===== src/rtl/pipe_ex_pkg.sv =====
// Purpose : shared constants for the pipe_ex arithmetic pipeline.
// Latency : n/a (package only).
// Backpressure: n/a (package only).
//
// Contents:
//   N_DEFAULT  - default operand / result width
//   PIPE_DEPTH - number of register stages between operands and result
package pipe_ex_pkg;

    localparam int N_DEFAULT  = 10;
    localparam int PIPE_DEPTH = 3;

endpackage : pipe_ex_pkg


===== src/rtl/pipe_ex_if.sv =====
// Purpose : operand/result bundle for the pipe_ex datapath.
// Latency : n/a (wires only).
// Backpressure: none; the bundle carries no flow control.
//
// Signals:
//   a, b, c, d  - N-bit operands, driven by the master
//   f           - N-bit registered result, driven by the slave
//   out_valid   - high once f holds a result from post-reset operands
interface pipe_ex_if #(
    parameter int N = pipe_ex_pkg::N_DEFAULT
);

    logic [N-1:0] a;
    logic [N-1:0] b;
    logic [N-1:0] c;
    logic [N-1:0] d;
    logic [N-1:0] f;
    logic         out_valid;

    // Master drives operands and observes the result.
    modport master (
        output a,
        output b,
        output c,
        output d,
        input  f,
        input  out_valid
    );

    // Slave (the pipeline) consumes operands and produces the result.
    modport slave (
        input  a,
        input  b,
        input  c,
        input  d,
        output f,
        output out_valid
    );

endinterface : pipe_ex_if


===== src/rtl/pipe_ex_core.sv =====
// Purpose : three-stage pipeline computing f = ((a + b) + (c - d)) * d mod 2^N.
// Latency : operands sampled at edge k appear on f after edge k+2.
// Backpressure: none; accepts one operand set and yields one result every cycle.
//
// Ports:
//   clk    - rising-edge clock
//   rst_n  - asynchronous active-low reset, clears every stage and the valid chain
//   bus    - pipe_ex_if slave: operands in, f / out_valid out
module pipe_ex_core
    import pipe_ex_pkg::*;
#(
    parameter int N = N_DEFAULT
) (
    input  logic      clk,
    input  logic      rst_n,
    pipe_ex_if.slave  bus
);

    // Stage 1 registers
    logic [N-1:0] x1_q, x1_d;
    logic [N-1:0] x2_q, x2_d;
    logic [N-1:0] d1_q, d1_d;
    // Stage 2 registers
    logic [N-1:0] x3_q, x3_d;
    logic [N-1:0] d2_q, d2_d;
    // Stage 3 register (result)
    logic [N-1:0] f_q,  f_d;

    // Valid chain: one bit per stage, filled with ones after reset so the
    // MSB rises together with the first result built from post-reset operands.
    logic [PIPE_DEPTH-1:0] vld_sr_q, vld_sr_d;

    always_comb begin
        x1_d     = '0;
        x2_d     = '0;
        d1_d     = '0;
        x3_d     = '0;
        d2_d     = '0;
        f_d      = '0;
        vld_sr_d = '0;

        // All arithmetic is N bits wide: sums wrap, the difference wraps in
        // two's complement and the product keeps only its low N bits.
        x1_d     = bus.a + bus.b;
        x2_d     = bus.c - bus.d;
        d1_d     = bus.d;

        x3_d     = x1_q + x2_q;
        d2_d     = d1_q;

        f_d      = x3_q * d2_q;

        vld_sr_d = {vld_sr_q[PIPE_DEPTH-2:0], 1'b1};
    end

    always_ff @(posedge clk or negedge rst_n) begin
        if (!rst_n) begin
            x1_q     <= '0;
            x2_q     <= '0;
            d1_q     <= '0;
            x3_q     <= '0;
            d2_q     <= '0;
            f_q      <= '0;
            vld_sr_q <= '0;
        end else begin
            x1_q     <= x1_d;
            x2_q     <= x2_d;
            d1_q     <= d1_d;
            x3_q     <= x3_d;
            d2_q     <= d2_d;
            f_q      <= f_d;
            vld_sr_q <= vld_sr_d;
        end
    end

    // Outputs come straight from flops: no combinational input-to-output path.
    assign bus.f         = f_q;
    assign bus.out_valid = vld_sr_q[PIPE_DEPTH-1];

endmodule : pipe_ex_core


===== src/rtl/pipe_ex.sv =====
// Purpose : top of the pipe_ex arithmetic pipeline, F = ((A + B) + (C - D)) * D mod 2^N.
// Latency : 3 edges counting the sampling edge (sampled at edge k, on F after edge k+2).
// Backpressure: none; one result per cycle, no stall.
//
// Ports (positional order is part of the contract):
//   F          - N-bit registered result
//   A, B, C, D - N-bit unsigned operands (D is also the multiplier)
//   clk        - rising-edge clock
//   rst_n      - asynchronous active-low reset
//   out_valid  - high once F holds a result derived from post-reset inputs
module pipe_ex
    import pipe_ex_pkg::*;
#(
    parameter int N = N_DEFAULT
) (
    output logic [N-1:0] F,
    input  logic [N-1:0] A,
    input  logic [N-1:0] B,
    input  logic [N-1:0] C,
    input  logic [N-1:0] D,
    input  logic         clk,
    input  logic         rst_n,
    output logic         out_valid
);

    // The flat port list is kept for existing positional users; internally
    // the datapath is reached through the operand/result bundle.
    pipe_ex_if #(.N(N)) bus ();

    assign bus.a     = A;
    assign bus.b     = B;
    assign bus.c     = C;
    assign bus.d     = D;
    assign F         = bus.f;
    assign out_valid = bus.out_valid;

    pipe_ex_core #(
        .N (N)
    ) u_core (
        .clk   (clk),
        .rst_n (rst_n),
        .bus   (bus.slave)
    );

endmodule : pipe_ex


===== config.mk =====
export PLATFORM = sky130hd
export DESIGN_NAME = pipe_ex
export DESIGN_NICKNAME = d
export VERILOG_FILES = /design/src/rtl/pipe_ex_pkg.sv /design/src/rtl/pipe_ex_if.sv /design/src/rtl/pipe_ex_core.sv /design/src/rtl/pipe_ex.sv
export SDC_FILE = /design/constraint.sdc
export NUM_CORES = 1
export LEC_CHECK = 0
export BUFFER_PORTS_ARGS = -buffer_cell sky130_fd_sc_hd__buf_2
export CORE_MARGIN = 10
export CORE_UTILIZATION = 35
export DETAILED_ROUTE_END_ITERATION = 7
export GPL_ROUTABILITY_DRIVEN = 0
export PLACE_DENSITY_LB_ADDON = 0.12
export SLEW_MARGIN = 20
export SYNTH_ARGS = -nofsm -noshare
export SYNTH_HDL_FRONTEND = slang
export SYNTH_SLANG_ARGS = --single-unit

===== constraint.sdc =====
create_clock -name clk -period 5.5 [get_ports clk]
set_input_delay 0.55 -clock clk [delete_from_list [all_inputs] [get_ports clk]]
set_output_delay 0.55 -clock clk [all_outputs]
set_load 0.05 [all_outputs]

Word-level counts from Yosys, hierarchy flattened. Index checks and enable logic that the tools add are counted.

Register bits after elaboration: 63. Word-level logic and storage cells: 11.

$add $sub $neg: 3. Multiply operators: 1.

Operators with widths (count): 10-bit adder (2); 10-bit by 10-bit multiplier with 10-bit output (1); 10-bit subtractor (1).

Depth between registers and ports, before layout. Gate-level depths: netlist of the first run.

Word-level depth: 1. Depth in mapped cells: 17. Depth with buffers taken out: 16.

Least setup slack after synthesis of the first run. OpenSTA, ideal clock, no wires.

Kind: flip-flop to flip-flop. Start point: register u_core.d2_q[3]. End point: register u_core.f_q[9] (netlist: u_core.bus.f[9]). Setup time: 0.125 ns. Data arrival time: 3.944 ns. Data required time: 5.375 ns. Path slack: 1.431 ns. Cell stages (with the launch flop): 17. Path through: dfrtp_1 -> nand2_1 -> fa_1 -> inv_1 -> fa_1 -> inv_1 -> fa_1 -> inv_1 -> fa_1 -> inv_1 -> fa_1 -> xnor2_1 -> xnor2_1 -> xnor2_1 -> xnor2_1 -> xnor2_1 -> xnor2_1.

Word-level cells in the longest chain between the ends: 1.

Ends and longest elaborated chain: from (decl) (RTL line pipe_ex_core.sv:25) `logic [N-1:0] d2_q, d2_d;`; from (signal assigned) (RTL line pipe_ex_core.sv:62) `d2_q <= '0;`; from (signal assigned) (RTL line pipe_ex_core.sv:70) `d2_q <= d2_d;`; 10-bit by 10-bit multiplier with 10-bit output (RTL line pipe_ex_core.sv:51) `f_d = x3_q * d2_q;`; net u_core.f_d[9] (RTL line pipe_ex_core.sv:27) `logic [N-1:0] f_q, f_d;`; to (signal assigned) (RTL line pipe_ex_core.sv:63) `f_q <= '0;`; to (signal assigned) (RTL line pipe_ex_core.sv:71) `f_q <= f_d;`; to (decl) (RTL line pipe_ex_core.sv:27).

The timed path passes the listed nets, and every way through them passes these cells.

Worst setup path in the final report of the first run. Same ends and word-level chain as after synthesis.

==> results.md, run 1 <==
- Synth top area share: 38.1%
- CP dominant cell by count: xnor2_1
- Initial antenna violation count: 0
- TNS Setup: 0 ps
- CTS Hold Bufs: 0
- Area share of and/or/nand/nor cells after synthesis: approximately 11%
- Crit path max fanout: 7
- RSZ-0062 raised after global routing: false
- CTS tree: built
- Placed Instance Area: 0.00458 sq mm
- Setup violators final: 0
- Clock Latency Late Sink: roughly 330 ps
- Setup crit end kind: flop
- Multiplexer share of the synthesized area: 0%
- Max Cap Violations: 0
- Area grow syn2layout: 18.9%
- CTS Buf Count: 9
- Flop pwr share: 19.5%
- Top delay family on crit path: adder cells
- Largest net degree at the start of global routing: 64
- Largest family of logic cells by synthesized area: adder cells
- Hold crit path type: flop to flop
- Final period util: between 70% and 80%
- Starting Density: 35.9%
- Arrival @ worst endpoint: 4500 ps
- Synth top area cells: dfrtp_1 38%, ha_1 15%, fa_1 12%
- Outcome: finished, final reports clean
- Cells after Synth: ~400
- Number of remaining DRC errors: 0
- CP Cell Sequence: nand2_1 > fa_1 > inv_1 > fa_1 > inv_1 > fa_1 > inv_1 > fa_1 > inv_1 > fa_1 > xnor2_1 > xnor2_1 > xnor2_1 > xnor2_1 > xnor2_1 > xnor2_1
- ANT nets after route: 0
- Row cnt: 39
- Die X: around 130 microns
- H-tree depth: 3
- Post-Synthesis Net Count: 507
- Buffer and inverter count on the worst path: 4
- Synth Area in Compound Gates: approximately 7.5%
- XOR/XNOR Fraction of Synth Area: 10.1%
- Normalized max-slew margin: 48.8%
- Vias in the first global route: 3,005
- Mapped Avg Cell Area: between 10 and 15 sq um
- Core Box Area: between 0.01 and 0.015 sq mm
- Clock Tree Buf Depth: 2
- Worst Max-Slew Pin Slew: about 770 ps
- Slowest CP cell: fa_1
- Wire length per cell: 12.8 microns
- Hpwl dp: 6310 microns
- Type of origin of the critical path: flop
- Post-layout min period: 4250 ps
- Most frequent cells in the layout: 63 x dfrtp_1, 60 x inv_1, 52 x buf_2
- # diodes: 0
- Port Buf Inserts: 52
- Switching power: between 0.001 and 0.0015 W
- Crit-path max cell delay: between 500 and 600 ps
- Layout cells sized above 1: 18.8%
- CP required: 5750 ps
- Slew Viols, Final: 0
- Via-per-instance ratio: 4.47
- Vias: 2,684
- Grt ovf: 0
- Internal: 0.00206 W
- Worst Skew: 10.6 ps
- Cell taking the most area after synthesis: dfrtp_1
- Kind of critical path: flop to flop
- Tot GR Track Use: between 10% and 20%
- First drt pass iteration count: 4
- Adder-Cell Fraction of Synth Area: 27.5%
- Final Hold Fails: 0
- Layout Cell Area excl Fill: around 0.0049 sq mm
- Ports: 53
- Setup repair bufs after CTS: 0
- Clk sink count: 63
- Clock network power share: between 10% and 20%
- Gate power share: 62.1%
- Total wire length: 7670 microns
- P_leak: 2.50 nW
- CTS clk-pin slew, worst paths: 60 ps
- Fmax: 235 MHz
- Die H: around 130 microns
- First-pass GRT wire length: 13,700 microns
- Sw frac: 41.0%
- Nets: 570
- Register area share after synthesis: a little under two fifths
- Yosys reg bits: 63
- Die ar.: 0.0166 sq mm
- Pwr Density: ~710 mW/mm^2
- Mapped Area: 0.00414 sq mm
- Most common cell after layout, fill and taps aside: dfrtp_1
- Post-cts sizing count: 0
- Root Buffer Master: clkbuf_16
- DRT iter0 DRCs: 91
- Netlist cell types: 33
- Peak supply drop: approximately 0.00038 V
- Yosys warns: 0
-- synthesized netlist by cell type (all sizes together) --
library cell,n
dfrtp,63
conb,1
a21o,4
a2111oi,1
o21ai,12
xnor2,34
or3,2
o22ai,2
o21a,1
or2,3
nand2b,3
nand2,42
and2,19
buf,1
nor2b,5
fa,25
o21bai,2
inv,60
o31ai,3
nor2,17
nor3,3
nor4,1
a21oi,16
ha,51
xor2,12
a21boi,4
o311ai,1
a211oi,1
-- flip-flops by register name, summed over array words and instances, names as in the netlist --
signal,cells
u_core.x3_q,10
u_core.x1_q,10
u_core.x2_q,10
u_core.d1_q,10
u_core.vld_sr_q,3
u_core.bus.f,10
u_core.d2_q,10
-- cell type report --
type                            count  area, sq um
Clock buffer                       14          284
Clock inverter                      2         60.1
Fill cell                        1129         6600
Inverter                           60          225
Multi-Input combinational cell    265         2330
Sequential cell                    63         1580
Tap cell                          143          179
Timing Repair Buffer               53          268
-- power groups by stage --
| stage | clock network [W] | registers, W | logic, W |
|---|---|---|---|
| CTS | 0.000662 | 0.000682 | 0.00221 |
| detailed placement | 0 | 0.000691 | 0.00220 |
| floorplan | 0 | 0.000788 | 0.00170 |
| finish | 0.000640 | 0.000681 | 0.00217 |
| global route | 0.000683 | 0.000694 | 0.00252 |
| global placement | 0 | 0.000688 | 0.00212 |
-- path summary, 6_finish.rpt --
kind | from | endpoint | slack (ps) | cells after the start
worst max register to register | u_core.d2_q[3] | u_core.bus.f[9] | 1250 | 16
worst min-delay path | u_core.d1_q[8] | u_core.d2_q[8] | 330 | 0
max in group asynchronous | rst_n | u_core.d1_q[7] | 4600 | 2
min in group asynchronous | rst_n | u_core.bus.f[7] | 370 | 2
worst max-delay path | u_core.d2_q[3] | u_core.bus.f[9] | 1250 | 16
worst min register to register | u_core.d1_q[8] | u_core.d2_q[8] | 330 | 0
-- per-layer routing --
metal / up-vias / global-route usage [%] / wire length, microns
li1: 1355 / - / -
met1: 1269 / 11.9 / 3360
met2: 51 / 17.7 / 3860
met3: 9 / 2.83 / 317
met4: 0 / 4.62 / 133
met5: - / 0 / 0
-- logic make-up (layout without fill, tap and decap cells) --
logic type	count (synthesis)	in the layout
AO/OA/AOI/OAI	47	47
XOR/XNOR	46	46
buffers and inverters	61	129
adder cells (fa/ha/maj)	76	76
flip-flops	63	63
other	1	1
AND/OR/NAND/NOR	95	95
-- metrics by stage --
stage | total power, W | utilization (%) | cells | worst slack [ps] | hold slack [ps]
4_1_cts | 0.00355 | 42.7 | 600 | 1220 | 330
2_1_floorplan | 0.00249 | - | 389 | 1430 | 254
3_3_place_gp | 0.00281 | 39.7 | 584 | 1340 | 332
5_1_grt | 0.00389 | 42.7 | 600 | 956 | 336
3_5_place_dp | 0.00289 | 39.7 | 584 | 1230 | 335
6_report | 0.00349 | 42.7 | 600 | 1250 | 333
No activity file was read; power rests on OpenSTA's default activity.
==> run 2: changes to the inputs <==
--- a/config.mk
+++ b/config.mk
@@ -5,6 +5,7 @@
 export SDC_FILE = /design/constraint.sdc
 export NUM_CORES = 1
 export LEC_CHECK = 0
+export ABC_AREA = 1
 export BUFFER_PORTS_ARGS = -buffer_cell sky130_fd_sc_hd__buf_2
 export CORE_MARGIN = 10
 export CORE_UTILIZATION = 35
==> constraint.sdc (replaced) <==
create_clock -name clk -period 4.2 [get_ports clk]
set_input_delay 0.42 -clock clk [delete_from_list [all_inputs] [get_ports clk]]
set_output_delay 0.42 -clock clk [all_outputs]
set_load 0.05 [all_outputs]
==> run 2 against run 1 <==
Net effect:
- sequential share of layout area down 2.6 points
- clock power up 31%
- clock skew about the same
- global-route usage up 0.80 points
- critical endpoint unchanged
- largest power group unchanged
- synthesized cell count up 29%
==> results.md, run 2 <==
- Outcome: finished, final reports clean
- Non-filler cells, final: between 700 and 800
- Hold crit path type: input port to async pin
- Setup WS pre-CTS: around 37 ps
- Type of origin of the critical path: flop
- Clock Latency Late Sink: 330 ps
- Synth top area share: 35.5%
- Core Box Area: 0.0125 sq mm
- Synth Area in Compound Gates: under 10%
- Pwr Density: 957 mW/mm^2
- Final period util: 96.3%
- # diodes: 0
- Flop pwr share: 17.1%
- Via-per-instance ratio: 4.37
- Crit path launch: u_core.x3_q[7]
- H-tree depth: 3
- Root Buffer Master: clkbuf_16
- Worst Max-Slew Pin Slew: 749 ps
- Max Cap Violations: 0
- Multiplexer share of the synthesized area: 0%
- Crit path max fanout: 3
- Area share of and/or/nand/nor cells after synthesis: 15.8%
- CP dominant cell by count: fa_1
- First drt pass iteration count: 4
- Post-layout min period: 4040 ps
- Clock Tree Buf Depth: 2
- CP required: 4430 ps
- Reg2reg start: u_core.x3_q[7]
- CTS clk-pin slew, worst paths: 50 ps
- RSZ-0062 raised after global routing: true
- Cells after Synth: 501
- Die X: approximately 130 microns
- Die H: 133 microns
- Row cnt: 41
- Adder-Cell Fraction of Synth Area: 25.6%
- First-pass GRT wire length: 16,000 microns
- Worst Skew: 10.9 ps
- Pwr Total: 0.00514 W
- Placed Instance Area: 0.00497 sq mm
- Largest net degree at the start of global routing: 36
- Largest family of logic cells by synthesized area: adder cells
- Slowest CP cell: fa_1
- Fmax: 247 MHz
- Die ar.: between 0.015 and 0.02 sq mm
- Layout cells sized above 1: 18.8%
- ANT nets after route: 0
- Crit-path max cell delay: 520 ps
- DRT iter0 DRCs: 116
- Setup violators final: 0
- Number of remaining DRC errors: 0
- Area grow syn2layout: 20.9%
- Normalized max-slew margin: 50.0%
- Most frequent cells in the layout: 110 x nand2_1, 98 x inv_1, 60 x dfrtp_1
- Post-placement cell count: 730
- Mapped Avg Cell Area: 8.87 sq um
- Most frequent cell after synthesis: nand2_1
- Nets: 690
- Vias: 3,266
- Port Buf Inserts: 52
- Mapped Area: 0.00445 sq mm
- Vias in the first global route: 3,526
- Total wire length: 9120 microns
- CP Cell Sequence: nand2_2 > fa_1 > inv_1 > fa_1 > inv_2 > fa_1 > inv_2 > fa_1 > inv_1 > fa_1 > inv_2 > ha_4 > nand2_2 > a21oi_1 > a211oi_1 > and2_1 > inv_1 > nand2_1 > nand2_1
- Gate power share: roughly two thirds
- Peak supply drop: 0.000547 V
- CTS tree: built
- Wire length per cell: about 12 microns
- Final Hold Fails: 0
- Register area share after synthesis: 35.5%
- Fillcell total: between 1k and 1.5k
- Netlist cell types: 29
- Synth top area cells: dfrtp_1 35%, ha_1 14%, fa_1 11%
- Arrival @ worst endpoint: around 4300 ps
- Layout Cell Area excl Fill: 0.00537 sq mm
- Post-Synthesis Net Count: roughly 620
- P_leak: about 3.0 nW
- XOR/XNOR Fraction of Synth Area: around 7.1%
- Initial antenna violation count: 0
- Primary FF master, synth: dfrtp_1
- Grt ovf: 0
- CTS Hold Bufs: 0
- Min Hold Slack: 156 ps
- Cell taking the most area after synthesis: dfrtp_1
- Async SR Flop Fraction: 100%
- Yosys warns: 0
- Hpwl dp: 7640 microns
- CTS Buf Count: 9
- Starting Density: 35.5%
- Switching power: 0.00225 W
- Slew Viols, Final: 0
- Sw frac: 43.9%
- Post-synth EDFFs: 0
- Kind of critical path: flop to flop
- Ports: 53
- Clk sink count: 63
- Internal: 0.00289 W
- Synth cell count leaders: 114 x nand2_1, 101 x inv_1, 63 x dfrtp_1
- Most common cell after layout, fill and taps aside: nand2_1
- Yosys reg bits: 63
- Setup crit end kind: flop
- Tot GR Track Use: between 10% and 20%
- Clock network power share: between 10% and 20%
- Worst setup margin: 157 ps
-- run 2: changes by cell type after synthesis, sizes merged, moves of 5 or more --
cell | previous run | this run
xor2 | 12 | 24
xnor2 | 34 | 12
inv | 60 | 103
nor2b | 5 | 0
nand3 | 0 | 18
nand4 | 0 | 6
buf | 1 | 6
nand2 | 42 | 124
a21oi | 16 | 29
and2 | 19 | 1
-- run 2: path summary, 6_finish.rpt --
check | end | slack, ps | cells after the start
hold / removal | u_core.bus.f[8] | 160 | 1
setup / recovery | u_core.bus.f[9] | 160 | 19
max in group asynchronous | u_core.d2_q[5] | 3150 | 2
min in group clk | u_core.d1_q[8] | 200 | 1
hold reg to reg | u_core.vld_sr_q[1] | 350 | 0
setup reg to reg | u_core.bus.f[9] | 160 | 19
-- run 2: kinds of logic (layout without fill, tap and decap cells) --
| family | count (synthesis) | after routing |
|---|---|---|
| AO/OA/AOI/OAI | 48 | 48 |
| XOR/XNOR | 36 | 36 |
| adder cells (fa/ha/maj) | 76 | 76 |
| buffers and inverters | 111 | 186 |
| flip-flops | 63 | 63 |
| other | 1 | 1 |
| AND/OR/NAND/NOR | 166 | 166 |
-- run 2: final cells by class --
type | instances | area [sq um] | share of cell area (%)
Sequential cell | 63 | 1580 | 29.4
Multi-Input combinational cell | 327 | 2480 | 46.2
Tap cell | 172 | 215 | 4.01
Inverter | 105 | 394 | 7.34
Clock inverter | 4 | 95.1 | 1.77
Clock buffer | 11 | 233 | 4.33
Timing Repair Buffer | 66 | 373 | 6.94
-- run 2: critical path, delay by kind of cell (launching register included) --
| kind | cells | cell delay (ps) |
|---|---|---|
| adder cells (fa/ha/maj) | 6 | 2700 |
| flip-flops | 1 | 380 |
| AO/OA/AOI/OAI | 2 | 220 |
| buffers and inverters | 6 | 270 |
| AND/OR/NAND/NOR | 5 | 400 |
-- run 2: power groups by stage --
stage	combinational (W)	clock (W)	sequential, W
final	0.00342	0.000836	0.000880
after floorplan	0.00230	0	0.00102
after detailed placement	0.00309	0	0.000887
after CTS	0.00311	0.000862	0.000876
after global routing	0.00396	0.000887	0.000894
after global placement	0.00302	0	0.000885
-- run 2: per-stage QoR --
step / util, % / TNS, ps
CTS: 42.3 / 0
global placement: 39.7 / 0
floorplan: - / 0
global route: 42.9 / -16.2
finish: 42.9 / 0
detailed placement: 39.7 / 0
-- run 2: what timing repair did --
| item | 4_1_cts | 5_1_grt |
|---|---|---|
| setup buffers | 0 | 3 |
| endpoints found under the setup margin | 0 | 2 |
| resized for setup | 0 | 17 |
-- run 2: per-layer routing --
metal	GRT usage, %	wire length (microns)
met1	11.8	3720
met5	0	0
met3	2.65	348
met2	20.0	4790
met4	6.23	251
==> run 3: changes to the inputs <==
--- a/config.mk
+++ b/config.mk
@@ -5,7 +5,7 @@
 export SDC_FILE = /design/constraint.sdc
 export NUM_CORES = 1
 export LEC_CHECK = 0
-export ABC_AREA = 1
+export ABC_AREA = 0
 export BUFFER_PORTS_ARGS = -buffer_cell sky130_fd_sc_hd__buf_2
 export CORE_MARGIN = 10
 export CORE_UTILIZATION = 35
==> run 3 against run 2 <==
Net effect:
- final cell count is 18% lower
- critical path depth is 4 lower
- maximum frequency is 0.96% higher
- routed wire length is 15% lower
==> results.md, run 3 (synthesized netlist as in run 1, its figures left out) <==
- Area grow syn2layout: 19.9%
- Number of remaining DRC errors: 0
- Worst setup margin: 196 ps
- Worst Max-Slew Pin Slew: ~840 ps
- Min Hold Slack: 197 ps
- Layout Cell Area excl Fill: 0.00496 sq mm
- CTS Buf Count: 9
- Most frequent cells in the layout: 60 x inv_1, 60 x dfrtp_1, 52 x buf_2
- Peak supply drop: 0.000456 V
- # diodes: 0
- Final period util: 95.3%
- Arrival @ worst endpoint: 4250 ps
- Crit-path max cell delay: 540 ps
- Core Box Area: 0.0115 sq mm
- Internal: 0.00265 W
- Gate power share: 64.3%
- Kind of critical path: flop to flop
- Tot GR Track Use: 10.2%
- Via-per-instance ratio: approximately 4.5
- Hold crit path type: input port to async pin
- Initial antenna violation count: 0
- Die X: 129 microns
- Slowest CP cell: fa_1
- Nets: 580
- Die ar.: 0.0166 sq mm
- Sw frac: about 41%
- Vias in the first global route: about 3k
- Normalized max-slew margin: 44.0%
- Fmax: about 250 MHz
- Clock Tree Buf Depth: 2
- CTS clk-pin slew, worst paths: roughly 60 ps
- Setup violators final: 0
- Sequential Area: 0.00158 sq mm
- Clk sink count: 63
- Max Cap Violations: 0
- Buffer and inverter count on the worst path: 5
- Total wire length: 7740 microns
- GR met1 Demand/Resource: 11.7%
- Pwr Total: 0.00452 W
- Setup WS pre-CTS: -14.4 ps
- Clock network power share: between 10% and 20%
- CP Cell Sequence: buf_4 > nand2_1 > fa_1 > inv_1 > fa_1 > ha_1 > fa_1 > inv_1 > fa_1 > inv_1 > ha_1 > inv_1 > o21bai_1 > a21oi_1 > xnor2_1
- Top delay family on crit path: adder cells
- Final Hold Fails: 0
- CP required: ~4500 ps
- Type of origin of the critical path: flop
- Flop pwr share: 19.6%
- Wire length per cell: 12.7 microns
- Starting Density: 35.9%
- Post-placement cell count: 587
- Switching power: 0.00187 W
- Hpwl dp: 6340 microns
- First-pass GRT wire length: 13,500 microns
- Layout cells sized above 1: 21.6%
- CTS tree: built
- H-tree depth: 3
- Placed Instance Area: approximately 0.0046 sq mm
- Met3 Resource Use GR: between 3 and 4%
- DRT iter0 DRCs: 160
- Clock Latency Late Sink: 330 ps
- Grt ovf: 0
- Ports: 53
- Crit path max fanout: 6
- Vias: between 2k and 3k
- GR Layer Usage met2: 17.3%
- Root Buffer Master: clkbuf_16
- Worst Skew: ~9.5 ps
- Pwr Density: 911 mW/mm^2
- Largest net degree at the start of global routing: 40
- Post-layout min period: 4000 ps
- CTS Hold Bufs: 0
- First drt pass iteration count: 6
- Slew Viols, Final: 0
- RSZ-0062 raised after global routing: false
- Outcome: finished, final reports clean
- P_leak: between 2 and 3 nW
- Setup crit end kind: flop
- Non-filler cells, final: 610
- Fillcell total: 1,099
- Row cnt: 39
- Gr busiest metal: met2
- Die H: roughly 130 microns
- Multi-input logic area: between 0.002 and 0.0025 sq mm
- ANT nets after route: 0
- Port Buf Inserts: between 50 and 60
-- run 3: path summary, 6_finish.rpt --
path,from,slack (ps),cells past startpoint,end
setup / recovery,u_core.d2_q[3],200,15,u_core.bus.f[8]
hold / removal,rst_n,200,1,u_core.bus.f[7]
setup reg to reg,u_core.d2_q[3],200,15,u_core.bus.f[8]
hold reg to reg,u_core.d1_q[9],330,0,u_core.d2_q[9]
max in group asynchronous,rst_n,3170,2,u_core.x2_q[9]
min in group clk,D[3],220,1,u_core.d1_q[3]
-- run 3: layout make-up --
class | count | area share [%]
clock buffers | 12 | 4.97
clock inverters | 4 | 0.908
inverters | 60 | 4.54
multi-input cells | 265 | 47.2
flip-flops and latches | 63 | 31.9
well taps | 143 | 3.61
repair buffers | 63 | 6.91
-- run 3: power groups by stage --
stage	combinational, W	clock [W]	sequential [W]
after CTS	0.00289	0.000760	0.000887
after global placement	0.00279	0	0.000897
after floorplan	0.00222	0	0.00103
after detailed placement	0.00287	0	0.000898
final	0.00291	0.000728	0.000884
after global routing	0.00334	0.000788	0.000900
-- run 3: worst register-to-register path, delay by kind of cell (launching register included) --
kind | cells | cell delay, ps
adder cells (fa/ha/maj) | 6 | 2720
AO/OA/AOI/OAI | 2 | 280
buffers and inverters | 5 | 350
AND/OR/NAND/NOR | 1 | 80
flip-flops | 1 | 340
XOR/XNOR | 1 | 150
-- run 3: what timing repair did --
| action | in CTS | in global routing |
|---|---|---|
| endpoints found under the setup margin | 1 | 2 |
| pin swaps | 0 | 6 |
| gates resized for setup | 1 | 5 |
| buffers inserted | 0 | 7 |
-- run 3: stage by stage --
| stage | utilization [%] | setup TNS (ps) |
|---|---|---|
| after floorplan | - | 0 |
| after global placement | 39.9 | 0 |
| after detailed placement | 39.9 | -14.4 |
| after CTS | 42.5 | 0 |
| after global routing | 43.1 | 0 |
| final | 43.1 | 0 |
-- run 3: metal layers --
| layer | vias to the layer above | share of wire, % |
|---|---|---|
| li1 | 1378 | - |
| met5 | - | 0 |
| met1 | 1274 | 43 |
| met2 | 55 | 51 |
| met4 | 0 | 1.4 |
| met3 | 9 | 4.4 |
